$ cat config.mk
export PLATFORM = sky130hd
export DESIGN_NAME = uart_rx_controller
export DESIGN_NICKNAME = d
export VERILOG_FILES = /design/src/rtl/uart_rx_controller.sv
export SDC_FILE = /design/constraint.sdc
export NUM_CORES = 1
export LEC_CHECK = 0
export CAP_MARGIN = 20
export CELL_PAD_IN_SITES_DETAIL_PLACEMENT = 0
export CELL_PAD_IN_SITES_GLOBAL_PLACEMENT = 2
export CORE_ASPECT_RATIO = 0.75
export CORE_MARGIN = 8
export CORE_UTILIZATION = 34
export CTS_CLUSTER_DIAMETER = 120
export DETAILED_ROUTE_END_ITERATION = 6
export MAX_ROUTING_LAYER = met4
export PLACE_DENSITY = 0.87
export SLEW_MARGIN = 25
export SYNTH_ARGS = -nofsm -noshare
export SYNTH_HDL_FRONTEND = slang
export SYNTH_SLANG_ARGS = --single-unit
$ cat constraint.sdc
create_clock -name CLK -period 2.2 [get_ports CLK]
set_input_delay 0.22 -clock CLK [delete_from_list [all_inputs] [get_ports CLK]]
set_output_delay 0.22 -clock CLK [all_outputs]
set_load 0.01 [all_outputs]
$ cat src/rtl/uart_rx_controller.sv
// rtl/uart_rx_controller.sv - UART receive frame controller
//
// Detects the start edge on RX_IN, runs the oversample edge counter and the
// data bit counter, deserializes LSB-first data from the voted sampled_bit,
// checks optional parity and the stop bit, and presents good frames on P_DATA
// with a one-cycle data_valid pulse.
//
// Ports:
//   CLK                 oversampling clock (prescale x baud)
//   RST                 asynchronous active-low reset
//   RX_IN               synchronized serial line, idle high
//   prescale            oversampling ratio (8, 16 or 32), stable outside IDLE
//   PAR_EN              frame carries a parity bit, latched on leaving IDLE
//   PAR_TYP             0 even / 1 odd parity, latched on leaving IDLE
//   sampled_bit         majority-voted bit from the data sampler
//   data_sample_enable  high whenever a frame is in progress
//   edge_cnt            oversample index within the current bit
//   P_DATA              data of the last good frame
//   data_valid          one-cycle pulse per good frame
//   par_err             parity mismatch on the current/last frame
//   stp_err             stop bit sampled low on the current/last frame

module uart_rx_controller #(
   parameter int DATA_WIDTH = 8
) (
   input  logic                  CLK,
   input  logic                  RST,
   input  logic                  RX_IN,
   input  logic [5:0]            prescale,
   input  logic                  PAR_EN,
   input  logic                  PAR_TYP,
   input  logic                  sampled_bit,
   output logic                  data_sample_enable,
   output logic [5:0]            edge_cnt,
   output logic [DATA_WIDTH-1:0] P_DATA,
   output logic                  data_valid,
   output logic                  par_err,
   output logic                  stp_err
);

   localparam int BCW = $clog2(DATA_WIDTH + 1);

   typedef enum logic [2:0] {
      IDLE,
      START,
      DATA,
      PARITY,
      STOP
   } state_t;

   state_t                state_q;
   logic [5:0]            edge_cnt_q;
   logic [5:0]            edge_cnt_d;
   logic [BCW-1:0]        bit_cnt_q;
   logic [DATA_WIDTH-1:0] shift_q;
   logic [DATA_WIDTH-1:0] p_data_q;
   logic                  data_valid_q;
   logic                  par_err_q;
   logic                  stp_err_q;
   logic                  par_en_q;
   logic                  par_typ_q;
   logic                  bit_end;
   logic                  last_data_bit;
   logic                  par_expected;

   // The last oversample of a bit is the only point where decisions are made.
   assign bit_end       = (edge_cnt_q == (prescale - 6'd1));
   assign edge_cnt_d    = bit_end ? 6'd0 : (edge_cnt_q + 6'd1);
   assign last_data_bit = (bit_cnt_q == BCW'(DATA_WIDTH - 1));
   // Even parity expects the XOR of the data; odd parity expects its inverse.
   assign par_expected  = (^shift_q) ^ par_typ_q;

   always_ff @(posedge CLK or negedge RST) begin
      if (!RST) begin
         state_q      <= IDLE;
         edge_cnt_q   <= 6'd0;
         bit_cnt_q    <= '0;
         shift_q      <= '0;
         p_data_q     <= '0;
         data_valid_q <= 1'b0;
         par_err_q    <= 1'b0;
         stp_err_q    <= 1'b0;
         par_en_q     <= 1'b0;
         par_typ_q    <= 1'b0;
      end else begin
         data_valid_q <= 1'b0;
         if (state_q == IDLE) begin
            edge_cnt_q <= 6'd0;
            if (!RX_IN) begin
               state_q   <= START;
               par_en_q  <= PAR_EN;
               par_typ_q <= PAR_TYP;
               par_err_q <= 1'b0;
               stp_err_q <= 1'b0;
            end
         end else begin
            edge_cnt_q <= edge_cnt_d;
            if (bit_end) begin
               case (state_q)
                  START: begin
                     // A start bit that votes high was a glitch, not a frame.
                     if (!sampled_bit) begin
                        state_q   <= DATA;
                        bit_cnt_q <= '0;
                     end else begin
                        state_q <= IDLE;
                     end
                  end
                  DATA: begin
                     // Shifting in at the MSB leaves bit 0 in the LSB at the end.
                     shift_q   <= {sampled_bit, shift_q[DATA_WIDTH-1:1]};
                     bit_cnt_q <= bit_cnt_q + BCW'(1);
                     if (last_data_bit) begin
                        state_q <= par_en_q ? PARITY : STOP;
                     end
                  end
                  PARITY: begin
                     par_err_q <= (sampled_bit != par_expected);
                     state_q   <= STOP;
                  end
                  STOP: begin
                     stp_err_q <= ~sampled_bit;
                     state_q   <= IDLE;
                     if (!par_err_q && sampled_bit) begin
                        p_data_q     <= shift_q;
                        data_valid_q <= 1'b1;
                     end
                  end
                  default: state_q <= IDLE;
               endcase
            end
         end
      end
   end

   assign data_sample_enable = (state_q != IDLE);
   assign edge_cnt           = edge_cnt_q;
   assign P_DATA             = p_data_q;
   assign data_valid         = data_valid_q;
   assign par_err            = par_err_q;
   assign stp_err            = stp_err_q;

endmodule
==> results.tsv <==
stage	metric	value	unit
setup_path	Critical Path Fanout Max	6	
place	DP HPWL	3.22	mm
place	RD Place Congestion	0.908	
synthesis	complex-gate fraction of the synthesized area	11.4	%
sta	FMAX	468	MHz
synthesis	main combinational cell family by area after synthesis	simple AND/OR/NAND/NOR gates	
synthesis	post-synthesis simple-gate area fraction	15.1	%
setup_path	R2R Setup Slk	0.16	ns
synthesis	Mapped Nets	169	
clocking	cts bufs inserted	5	
global_route	initial antenna violation count	0	
run_status	outcome	finished clean	
pwr	Sequential Power Share	38.8	%
layout	fin nets	226	
clocking	clk slew on worst S/H paths	0.07	ns
floorplanning	Core Box Area	4950	um2
clocking	# hold bufs at CTS	0	
clocking	Root Buffer Master	clkbuf_8	
route	drt pass-1 iters	4	
floorplanning	Die Y	78.6	um
global_route	total track usage	12.0	%
global_route	first-pass GRT wire length	7.33	mm
synthesis	post-synthesis adder-cell area fraction	2.11	%
layout	Area growth, synth to finish	36.3	%
pwr	maximum vdd drop	0.384	mV
setup_path	CP required	2.37	ns
pwr	Power Density	939	nW/um2
route	Avg Vias per Cell	5.20	
sta	RSZ-0062 raised after global routing	false	
layout	share of layout cells above drive strength 1	28.8	%
global_route	number of global-route vias before repair	1503	
global_route	largest net degree at the start of global routing	35	
layout	commonest non-fill, non-tap cells in the layout	dfrtp_1, clkdlybuf4s50_1, buf_4	
floorplanning	IO Pins	30	
sta	fin crit period	2.14	ns
sta	Final setup viols	0	
setup_path	WS Path Type	input port to register	
sta	Slew headroom	67.5	%
run	MaxCap Viol Count	0	
sta	final setup margin	0.0612	ns
clocking	CTS tree	yes	
layout	most common cell after layout, fill and taps aside	dfrtp_1	
floorplanning	chip width	99.4	um
layout	Finished Layout Cells	272	
sta	actual slew at the worst max-slew pin	0.488	ns
clocking	Clock Path Buffers	2	
route	vias	1415	
clocking	clock latency on the worst-skew pair	0.28	ns
synthesis	synth warn	0	
clocking	clock sinks	34	
place	placed cell count	263	
clocking	Clock H-tree levels	2	
route	DRC Markers	0	
route	WL per Instance	15.3	um
synthesis	mux cell area share after synthesis	11.6	%
floorplanning	Initial Utilization	35.8	%
setup_path	CP arrival	2.31	ns
synthesis	Yosys reg bits	34	
sta	Worst Skew	0.00411	ns
pwr	sw frac	34.9	%
synthesis	post-synthesis sequential area ratio	47.9	%
sta	setup TNS	0	ns
synthesis	Post-Syn Instances	154	
setup_path	Crit. End Element	register	
floorplanning	num rows	22	
layout	Diodes inserted	0	
route	antenna-violating nets left	0	
place	IO buf count	29	
pwr	Comb power frac	40.6	%
pwr	net switching power	0.000792	W
global_route	overflow left after global routing	0	
place	pre-CTS WS	-0.454	ns
synthesis	Synth Area in XOR/XNOR	9.65	%
synthesis	library cells used by synthesis	45	
floorplanning	DIE AREA	7810	um2
pwr	clock power share	20.7	%
pwr	Pint	0.00148	W
synthesis	Mapped Area	1780	um2
route	initial DRC count	91	
pwr	leakage	1.09	nW
synthesis	Avg Cell Area, Syn	11.5	um2
pwr	Final Power	0.00227	W
sta	final hold violations	0	
route	Total Wirelength	4.15	mm
layout	fill count	456	
sta	Pins Over Slew Limit	0	
sta	final period utilization	97.2	%
setup_path	Critical Path Start Type	input port	
hold_path	Hold Path Class	input port to async pin	
cells by family (layout without fill, tap and decap cells):
kind of cell / after synthesis / count (layout)
fa+ha+maj: 3 / 3
flops: 34 / 34
xor+xnor: 18 / 18
compound gates: 25 / 25
simple gates: 46 / 46
buf+inv: 10 / 68
mux: 18 / 18
area by class of cell:
| class | instances | area (um2) | share of cell area, % |
|---|---|---|---|
| well taps | 60 | 75.1 | 3.10 |
| inverters | 8 | 30.0 | 1.24 |
| clock inverters | 1 | 5.00 | 0.207 |
| flip-flops and latches | 34 | 851 | 35.2 |
| repair buffers | 52 | 460 | 19.0 |
| clock buffers | 7 | 86.3 | 3.57 |
| multi-input cells | 110 | 912 | 37.7 |
state kept, by name (all words and copies together) (netlist names):
signal	count
edge_cnt	6
P_DATA	8
bit_cnt_q	4
state_q	3
stp_err	1
par_err	1
data_valid	1
par_typ_q	1
shift_q	8
par_en_q	1
stage by stage:
| stage | instance area, um2 | hold WS (ns) | utilization (%) |
|---|---|---|---|
| floorplan | 1780 | -0.0756 | - |
| global placement | 2300 | 0.488 | 46.4 |
| detailed placement | 2300 | 0.496 | 46.4 |
| CTS | 2410 | 0.363 | 48.7 |
| global route | 2420 | 0.396 | 48.8 |
| finish | 2420 | 0.349 | 48.8 |
power groups by stage:
stage               combinational, W  sequential (W)  clock, W
global route                 0.00101        0.000899  0.000529
detailed placement          0.000897        0.000889         0
CTS                         0.000928        0.000879  0.000489
floorplan                   0.000501        0.000885         0
finish                      0.000922        0.000881  0.000470
global placement            0.000873        0.000884         0
metal layers:
metal / GRT usage, % / routed length, um
met1: 15.4 / 2050
met2: 17.5 / 1840
met3: 3.00 / 172
met4: 4.82 / 89
met5: - / 0
final timing paths:
kind,start,to,cells after the start
min in group CLK,PAR_EN,par_en_q,3
max in group asynchronous,RST,state_q[0],2
setup / recovery,prescale[3],bit_cnt_q[3],7
setup reg to reg,edge_cnt[5],bit_cnt_q[0],6
hold reg to reg,P_DATA[5],P_DATA[5],1
hold / removal,RST,P_DATA[2],2
repair_timing:
action | in CTS | in global routing
endpoints found under the setup margin | 28 | 3
gates resized for setup | 6 | 1
pin swaps | 6 | 2
cloned | 0 | 0
setup buffers | 1 | 0
Yosys cell counts:
| library cell | number | area, um2 |
|---|---|---|
| and3_1 | 1 | 6.26 |
| nor4_1 | 1 | 6.26 |
| nand4_1 | 1 | 6.26 |
| a41oi_1 | 1 | 8.76 |
| o2111a_1 | 1 | 11.3 |
| o2bb2ai_1 | 1 | 8.76 |
| nor2_1 | 8 | 30.0 |
| o21a_1 | 1 | 7.51 |
| nor2b_1 | 3 | 18.8 |
| or4_4 | 2 | 22.5 |
| a311o_1 | 1 | 10.0 |
| a22o_1 | 2 | 17.5 |
| a21boi_0 | 1 | 7.51 |
| nor3_1 | 11 | 55.1 |
| nor3_4 | 1 | 16.3 |
| inv_1 | 8 | 30.0 |
| and3b_1 | 1 | 8.76 |
| dfrtp_1 | 34 | 851 |
| and2_1 | 1 | 6.26 |
| mux2_2 | 17 | 191 |
| o221ai_1 | 1 | 8.76 |
| nor3b_1 | 1 | 7.51 |
| o31ai_1 | 1 | 7.51 |
| mux2_4 | 1 | 15.0 |
| or2_2 | 1 | 6.26 |
| a31oi_2 | 1 | 12.5 |
| xor2_1 | 6 | 52.6 |
| o21ai_0 | 5 | 25.0 |
| clkbuf_1 | 1 | 3.75 |
| nand2b_1 | 2 | 12.5 |
| nand3_2 | 2 | 20.0 |
| or3_1 | 1 | 6.26 |
| nand2_1 | 5 | 18.8 |
| a221o_1 | 1 | 10.0 |
| xnor3_1 | 1 | 22.5 |
| a21oi_1 | 2 | 10.0 |
| a31o_2 | 2 | 17.5 |
| o2111ai_2 | 1 | 15.0 |
| buf_2 | 1 | 5.00 |
| ha_1 | 3 | 37.5 |
| a32oi_1 | 1 | 8.76 |
| a31oi_1 | 1 | 6.26 |
| a32o_1 | 1 | 10.0 |
| xnor2_1 | 11 | 96.3 |
| nand3_1 | 4 | 20.0 |
critical path: stages:
cell	delay, ns
clkdlybuf4s50_1	0.42
or4_4	0.55
o21a_1	0.21
o2111a_2	0.33
buf_4	0.17
a32o_1	0.24
a22o_1	0.17
Note: power is estimated with default switching activity, not from simulation.
